`src/rtl/pll_lock_supervisor.sv`:
```
// Power-up sequencer and lock supervisor for the iCE40 PLL, running on the 16 MHz reference clock.
// Optional feature: define PLL_SUP_RELOCK_EN to re-sequence the PLL on lock loss in RUN instead of failing.
module pll_lock_supervisor #(
    parameter int PLL_RST_CYCLES = 16,
    parameter int LOCK_TIMEOUT   = 4096,
    parameter int STABLE_CYCLES  = 1024,
    parameter int MAX_RETRIES    = 3
) (
    input  logic       clock_in,
    input  logic       resetn,
    input  logic       locked_in,
    output logic       pll_resetb,
    output logic       sys_resetn,
    output logic       ready,
    output logic       fail,
    output logic [3:0] retry_count
);

    localparam int MAX_AB  = (PLL_RST_CYCLES > LOCK_TIMEOUT) ? PLL_RST_CYCLES : LOCK_TIMEOUT;
    localparam int MAX_ALL = (MAX_AB > STABLE_CYCLES) ? MAX_AB : STABLE_CYCLES;
    localparam int CNT_W   = $clog2(MAX_ALL) + 1;

    localparam logic [CNT_W-1:0] RST_LAST     = CNT_W'(PLL_RST_CYCLES - 1);
    localparam logic [CNT_W-1:0] TIMEOUT_LAST = CNT_W'(LOCK_TIMEOUT - 1);
    localparam logic [CNT_W-1:0] STABLE_LAST  = CNT_W'(STABLE_CYCLES - 1);
    localparam logic [3:0]       RETRY_LIMIT  = 4'(MAX_RETRIES);

    localparam logic [2:0] ST_PLL_RST   = 3'd0;
    localparam logic [2:0] ST_WAIT_LOCK = 3'd1;
    localparam logic [2:0] ST_STABLE    = 3'd2;
    localparam logic [2:0] ST_RUN       = 3'd3;
    localparam logic [2:0] ST_FAIL      = 3'd4;

    logic [2:0]       state, state_next;
    logic [CNT_W-1:0] cnt, cnt_next;
    logic [3:0]       retry_next, retry_inc;
    logic             sync_q1, lock_s;

    // locked_in comes from the PLL with no relation to clock_in.
    // NOTE: sequential state uses non-blocking assignments so every flop samples pre-edge values.
    always_ff @(posedge clock_in or negedge resetn) begin
        if (!resetn) begin
            sync_q1 <= 1'b0;
            lock_s  <= 1'b0;
        end else begin
            sync_q1 <= locked_in;
            lock_s  <= sync_q1;
        end
    end

    assign retry_inc = (retry_count == 4'd15) ? 4'd15 : retry_count + 4'd1;

    // NOTE: every variable gets a default at the top of the block so no path can infer a latch.
    always_comb begin
        state_next = state;
        cnt_next   = cnt;
        retry_next = retry_count;
        case (state)
            ST_PLL_RST: begin
                if (cnt == RST_LAST) begin
                    state_next = ST_WAIT_LOCK;
                    cnt_next   = '0;
                end else begin
                    cnt_next = cnt + 1'b1;
                end
            end
            ST_WAIT_LOCK: begin
                // Lock takes priority over a timeout landing in the same cycle.
                if (lock_s) begin
                    state_next = ST_STABLE;
                    cnt_next   = '0;
                end else if (cnt == TIMEOUT_LAST) begin
                    retry_next = retry_inc;
                    state_next = (retry_inc == RETRY_LIMIT) ? ST_FAIL : ST_PLL_RST;
                    cnt_next   = '0;
                end else begin
                    cnt_next = cnt + 1'b1;
                end
            end
            ST_STABLE: begin
                if (!lock_s) begin
                    state_next = ST_WAIT_LOCK;
                    cnt_next   = '0;
                end else if (cnt == STABLE_LAST) begin
                    state_next = ST_RUN;
                    cnt_next   = '0;
                end else begin
                    cnt_next = cnt + 1'b1;
                end
            end
            ST_RUN: begin
                if (!lock_s) begin
`ifdef PLL_SUP_RELOCK_EN
                    state_next = ST_PLL_RST;
`else
                    state_next = ST_FAIL;
`endif
                    cnt_next = '0;
                end
            end
            ST_FAIL: begin
                state_next = ST_FAIL;
            end
            default: begin
                state_next = ST_PLL_RST;
                cnt_next   = '0;
            end
        endcase
    end

    // Outputs decode the next state so they switch on the same edge as the state register.
    always_ff @(posedge clock_in or negedge resetn) begin
        if (!resetn) begin
            state       <= ST_PLL_RST;
            cnt         <= '0;
            retry_count <= 4'd0;
            pll_resetb  <= 1'b0;
            sys_resetn  <= 1'b0;
            ready       <= 1'b0;
            fail        <= 1'b0;
        end else begin
            state       <= state_next;
            cnt         <= cnt_next;
            retry_count <= retry_next;
            pll_resetb  <= (state_next != ST_PLL_RST);
            sys_resetn  <= (state_next == ST_RUN);
            ready       <= (state_next == ST_RUN);
            fail        <= (state_next == ST_FAIL);
        end
    end

endmodule

```
`config.mk`:
```
export PLATFORM = sky130hd
export DESIGN_NAME = pll_lock_supervisor
export DESIGN_NICKNAME = d
export VERILOG_FILES = /design/src/rtl/pll_lock_supervisor.sv
export SDC_FILE = /design/constraint.sdc
export NUM_CORES = 1
export LEC_CHECK = 0
export CAP_MARGIN = 10
export CORE_MARGIN = 5
export CORE_UTILIZATION = 56
export CTS_CLUSTER_SIZE = 24
export DETAILED_ROUTE_END_ITERATION = 10
export GPL_ROUTABILITY_DRIVEN = 0
export PLACE_DENSITY = 0.77
export SLEW_MARGIN = 40
export SYNTH_ARGS = -nofsm -noshare
export SYNTH_HDL_FRONTEND = slang
export SYNTH_SLANG_ARGS = --single-unit
```
`constraint.sdc`:
```
create_clock -name clock_in -period 2.35 [get_ports clock_in]
set_clock_uncertainty 0.05 [all_clocks]
set_input_delay 0.3525 -clock clock_in [delete_from_list [all_inputs] [get_ports clock_in]]
set_output_delay 0.3525 -clock clock_in [all_outputs]
set_load 0.01 [all_outputs]
```
== Yosys cells after proc, flatten, opt, wreduce, memory -nomap -nowiden ==
Index checks and enable logic that the tools add are counted.

* Register bits after elaboration: 25
* Input port bits: 3
* Output and inout bits: 8
* Word-level logic and storage cells: 44

* Add/sub/neg operators: 2
* Eq/ne operators: 12
* Muxes and demuxes: 16
* Bitwise logic cells: 2
* Reductions and logical operators: 4

{| class="wikitable"
|+ Operators by type and width
! operator !! number
|-
| 13-bit 2-to-1 mux || 6
|-
| 13-bit one-hot mux with 5 select lines || 1
|-
| 3-bit 2-to-1 mux || 7
|-
| 3-bit one-hot mux with 5 select lines || 1
|-
| 13-bit by 1-bit adder with 13-bit output (second input constant) || 1
|-
| 13-bit by 10-bit == test with 1-bit output (second input constant) || 1
|-
| 13-bit by 12-bit == test with 1-bit output (second input constant) || 1
|-
| 13-bit by 4-bit == test with 1-bit output (second input constant) || 1
|-
| 3-bit by 2-bit == test with 1-bit output (second input constant) || 3
|-
| 3-bit == test (second input constant) || 2
|-
| 4-bit by 1-bit adder with 4-bit output (second input constant) || 1
|-
| 4-bit by 2-bit == test with 1-bit output (second input constant) || 1
|-
| 4-bit == test (second input constant) || 1
|-
| 4-bit 2-to-1 mux || 1
|-
| 3-bit by 1-bit == test with 1-bit output (second input constant) || 1
|-
| 3-bit zero test || 1
|-
| 3-bit AND reduction || 1
|-
| 3-bit nonzero test || 1
|-
| 2-bit != test (second input constant) || 1
|-
| 1-bit inverter || 2
|-
| 2-bit AND reduction || 1
|}

== Longest topological paths before layout ==
* Depth in word-level cells: 8
* Depth in mapped cells: 7
* Gate-level depth less buffers: 6

== Worst setup path after synthesis ==
No wires, ideal clock.

* Kind: register to register
* Start: register cnt[0]
* End: register retry_count[3]
* Setup time: 0.128 ns
* Arrival: 1.868 ns
* Required time: 2.172 ns
* Setup slack: 0.304 ns
* Cell stages (with the launch flop): 7
* Path buffers: 0
* Period minus slack after synthesis: 2.046 ns
* Cells stage by stage: dfrtp_1 -> ha_1 -> nand3_2 -> or4_4 -> nor2_4 -> nand4_1 -> mux2_1

* Word-level cells in the longest chain between the ends: 2

{| class="wikitable"
|+ Ends and longest elaborated chain
! element !! line !! RTL
|-
| start, declared || 35 || <nowiki>logic [CNT_W-1:0] cnt, cnt_next;</nowiki>
|-
| start signal, assigned || 123 || <nowiki>cnt <= cnt_next;</nowiki>
|-
| 13-bit by 12-bit == test with 1-bit output || 72 || <nowiki>end else if (cnt == TIMEOUT_LAST) begin</nowiki>
|-
| 3-bit AND reduction (no line) || n/a ||
|-
| end signal, assigned || 124 || <nowiki>retry_count <= retry_next;</nowiki>
|-
| end, declared || 16 || <nowiki>output logic [3:0] retry_count</nowiki>
|}

No other way between the ends.
A chain may end at the register's enable or synchronous reset.

== Worst setup path in the final report ==
Same ends and word-level chain as after synthesis.

==> flow_summary.toml <==
[status]
status = "complete, no violations"

[placement]
dp_hpwl_um = 1980
port_buffers = 10
postPlaceCellArea_um2 = 1490

[die]
start_util_pct = 56.7
die_x_um = 59.4
rows = 18
die_y_um = 59.4
io_pins = 11
die-area_um2 = 3530
coreArea_um2 = 2410

[timing]
grt_setup_unrepaired = "no"
setup_viol = 0
hold_viol_final = 0
min_period_over_period_pct = 93.3
maxSlewViolCount = 0
tns_ns = 0
maxSlewHeadroom_pct = 63.5
worstMarginPinSlew_ns = 0.547
period_needed_ns = 2.19
fmax_ghz = 0.456

[finish]
nets = 156
diodes = 0
area_growth_pct = 11.0
fin_area_um2 = 1520
drive_gt1_share_pct = 10.7

[synth]
synth_most_common_cell = "dfrtp_1"
muxShareOfSynthArea_pct = 2.29
seq_area_frac_synth_pct = 45.7
ys_types = 50
yosys_warnings = 0
synth_edf_count = 0
synth_area_um2 = 1370
ys_ff_latch = 25
synth.avg_cell_area_um2 = 9.70
yosys.area_share.xor_xnor_pct = 2.56
synth_fa_ha_area_share_pct = 1.83
synthTopCellsByArea = "dfrtp_1 46%, nand4_1 3.2%, nand2_1 3.0%, nor2_1 3.0%, o31ai_1 2.7%"
synthCells = 141
yosys.area_share.simple_pct = 26.0
synthTopCellsByCount = "25 x dfrtp_1, 11 x nand2_1, 11 x nor2_1, 7 x nand3_1, 7 x nand4_1"
synth_ff_type = "dfrtp_1"
yosys.area.top_type = "dfrtp_1"
synth_top_family_by_area = "simple AND/OR/NAND/NOR gates"
syn-num-nets = 146
synth_compound_area_share_pct = 17.7
synthArstFlopShare_pct = 100
yosysTopAreaCellShare_pct = 45.7

[drt]
viasPerCell = 6.33
wl_um = 2670
vias = 1140
drcViolationCount = 0
dr.pass1.iters = 4
avgRoutedWirePerCell_um = 14.8
postRouteAntennaNets = 0
drt_iter0_drc = 46

[global_route]
gr-usage-all-layers_pct = 17.3
grt_max_degree = 26
grt_overflow = 0
grt_pass1_vias = 1084
grt_pass1_wl_um = 4710
antenna_found_initial = 0

[hold_path]
hold_path.class = "reg -> reg"

[worst_setup_path]
worst-setup-path-type = "reg -> reg"
cp_cell_sequence = "ha_1 > nand3_2 > or4_4 > nor2_4 > nand4_1 > mux2_1"
cpMaxStageDelayCell = "or4_4"
crit_fanout = 7
slowest_delay_ns = 0.58
critPathArrivalTime_ns = 2.35
start_kind = "flip-flop"
required_ns = 2.50
end_kind = "flip-flop"

[power_and_ir_drop]
leakage_nw = 0.605
vdd_drop_max_uv = 553
power_density_nw_per_um2 = 874

[clock_tree]
clock_path_buffers = 2
cts_setup_buffers = 0
htreeDepth = 1
insertion_delay_ns = 0.31
clk_pin_slew_worst_paths_ns = 0.14
cts_inserted_buffers = 3
postCtsHoldBufs = 0
cts_tree = "built"
cts_sinks = 25
cts_root_buf = "clkbuf_4"

[flow_run]
max-cap-violations = 0
[report_power, final]
| part | leakage, nW | internal [W] | switching, W | total (W) |
|---|---|---|---|---|
| logic | 0.253 | 0.000207 | 0.000334 | 0.000540 |
| clock network | 0.0150 | 0.0000661 | 0.000124 | 0.000190 |
| registers | 0.337 | 0.000500 | 0.0000954 | 0.000596 |
| total | 0.605 | 0.000773 | 0.000553 | 0.00133 |
[critical path, delay by kind of cell (launching register included)]
kind | cells | cell delay (ns)
fa+ha+maj | 1 | 0.25
flops | 1 | 0.43
mux | 1 | 0.32
simple gates | 4 | 1.03
[cell usage in the layout, fill, tap and decap left out, types with 2 or more instances in the layout]
cell type	synthesis	final
dfrtp_1	25	25
o221ai_1	2	2
o22ai_1	3	3
nand3_1	7	7
nand2b_1	3	3
or2_2	3	3
buf_4	1	3
inv_1	4	4
nor4_1	5	5
o31ai_1	5	5
o211ai_1	3	3
nor3_1	2	2
nor2b_1	2	2
nand4_1	7	7
nand2_1	11	11
a21oi_1	2	2
xnor2_1	2	2
nor2_1	11	10
xor2_1	2	2
a31oi_1	2	2
clkbuf_4	0	3
clkdlybuf4s50_1	0	10
ha_1	2	2
a22o_1	2	2
mux2i_1	2	2
o21ai_0	3	3
[layout make-up]
cell class,count,area [um^2]
clock buffer,4,26.3
fill,189,892
inverter,4,15.0
multi-input combinational,104,691
sequential,25,626
tap,30,37.5
timing repair buffer,13,123
[kinds of logic (layout without fill, tap and decap cells)]
group                      count (synthesis)  in the layout
xor gates and xnor gates                   4              4
adders and majority gates                  2              2
buffers and inverters                     12             21
AOI/OAI and AO/OA                         32             32
muxes                                      3              3
and+or+nand+nor                           63             63
DFF                                       25             25
[metrics by stage]
stage / std cells / total power [W] / hold WS [ns] / worst slack (ns) / util, %
after floorplan: 141 / 0.000990 / 0.00691 / 0.304 / -
after global placement: 176 / 0.00111 / 0.287 / 0.256 / 61.8
after detailed placement: 176 / 0.00113 / 0.297 / 0.197 / 61.8
after CTS: 180 / 0.00131 / 0.328 / 0.170 / 62.9
after global routing: 180 / 0.00143 / 0.335 / 0.0169 / 63.0
final: 180 / 0.00133 / 0.323 / 0.159 / 63.0
[worst paths after layout]
check                           slack, ns     from             end  cells past startpoint
min in group asynchronous            0.33   resetn          cnt[6]                      2
max in group asynchronous            1.68   resetn  retry_count[0]                      2
worst min-delay path                 0.32  sync_q1          lock_s                      0
worst max-delay path                 0.16   cnt[0]  retry_count[3]                      6
worst max register to register       0.16   cnt[0]  retry_count[3]                      6
worst min register to register       0.32  sync_q1          lock_s                      0
[timing repair]
action                                 in CTS  in global routing
setup endpoints to repair                   0                  2
endpoints found under the hold margin       0                  0
gates resized for setup                     0                  1
[registers in the layout, summed over array words and instances (netlist names)]
name         flops
cnt             13
lock_s           1
retry_count      4
state            3
pll_resetb       1
sync_q1          1
fail             1
ready            1
[per-layer routing]
metal	global-route usage [%]	wire [um]
met1	24.8	1300
met2	25.9	1170
met3	3.27	158
met4	6.47	50
met5	0	0
No activity file was read; power rests on OpenSTA's default activity.
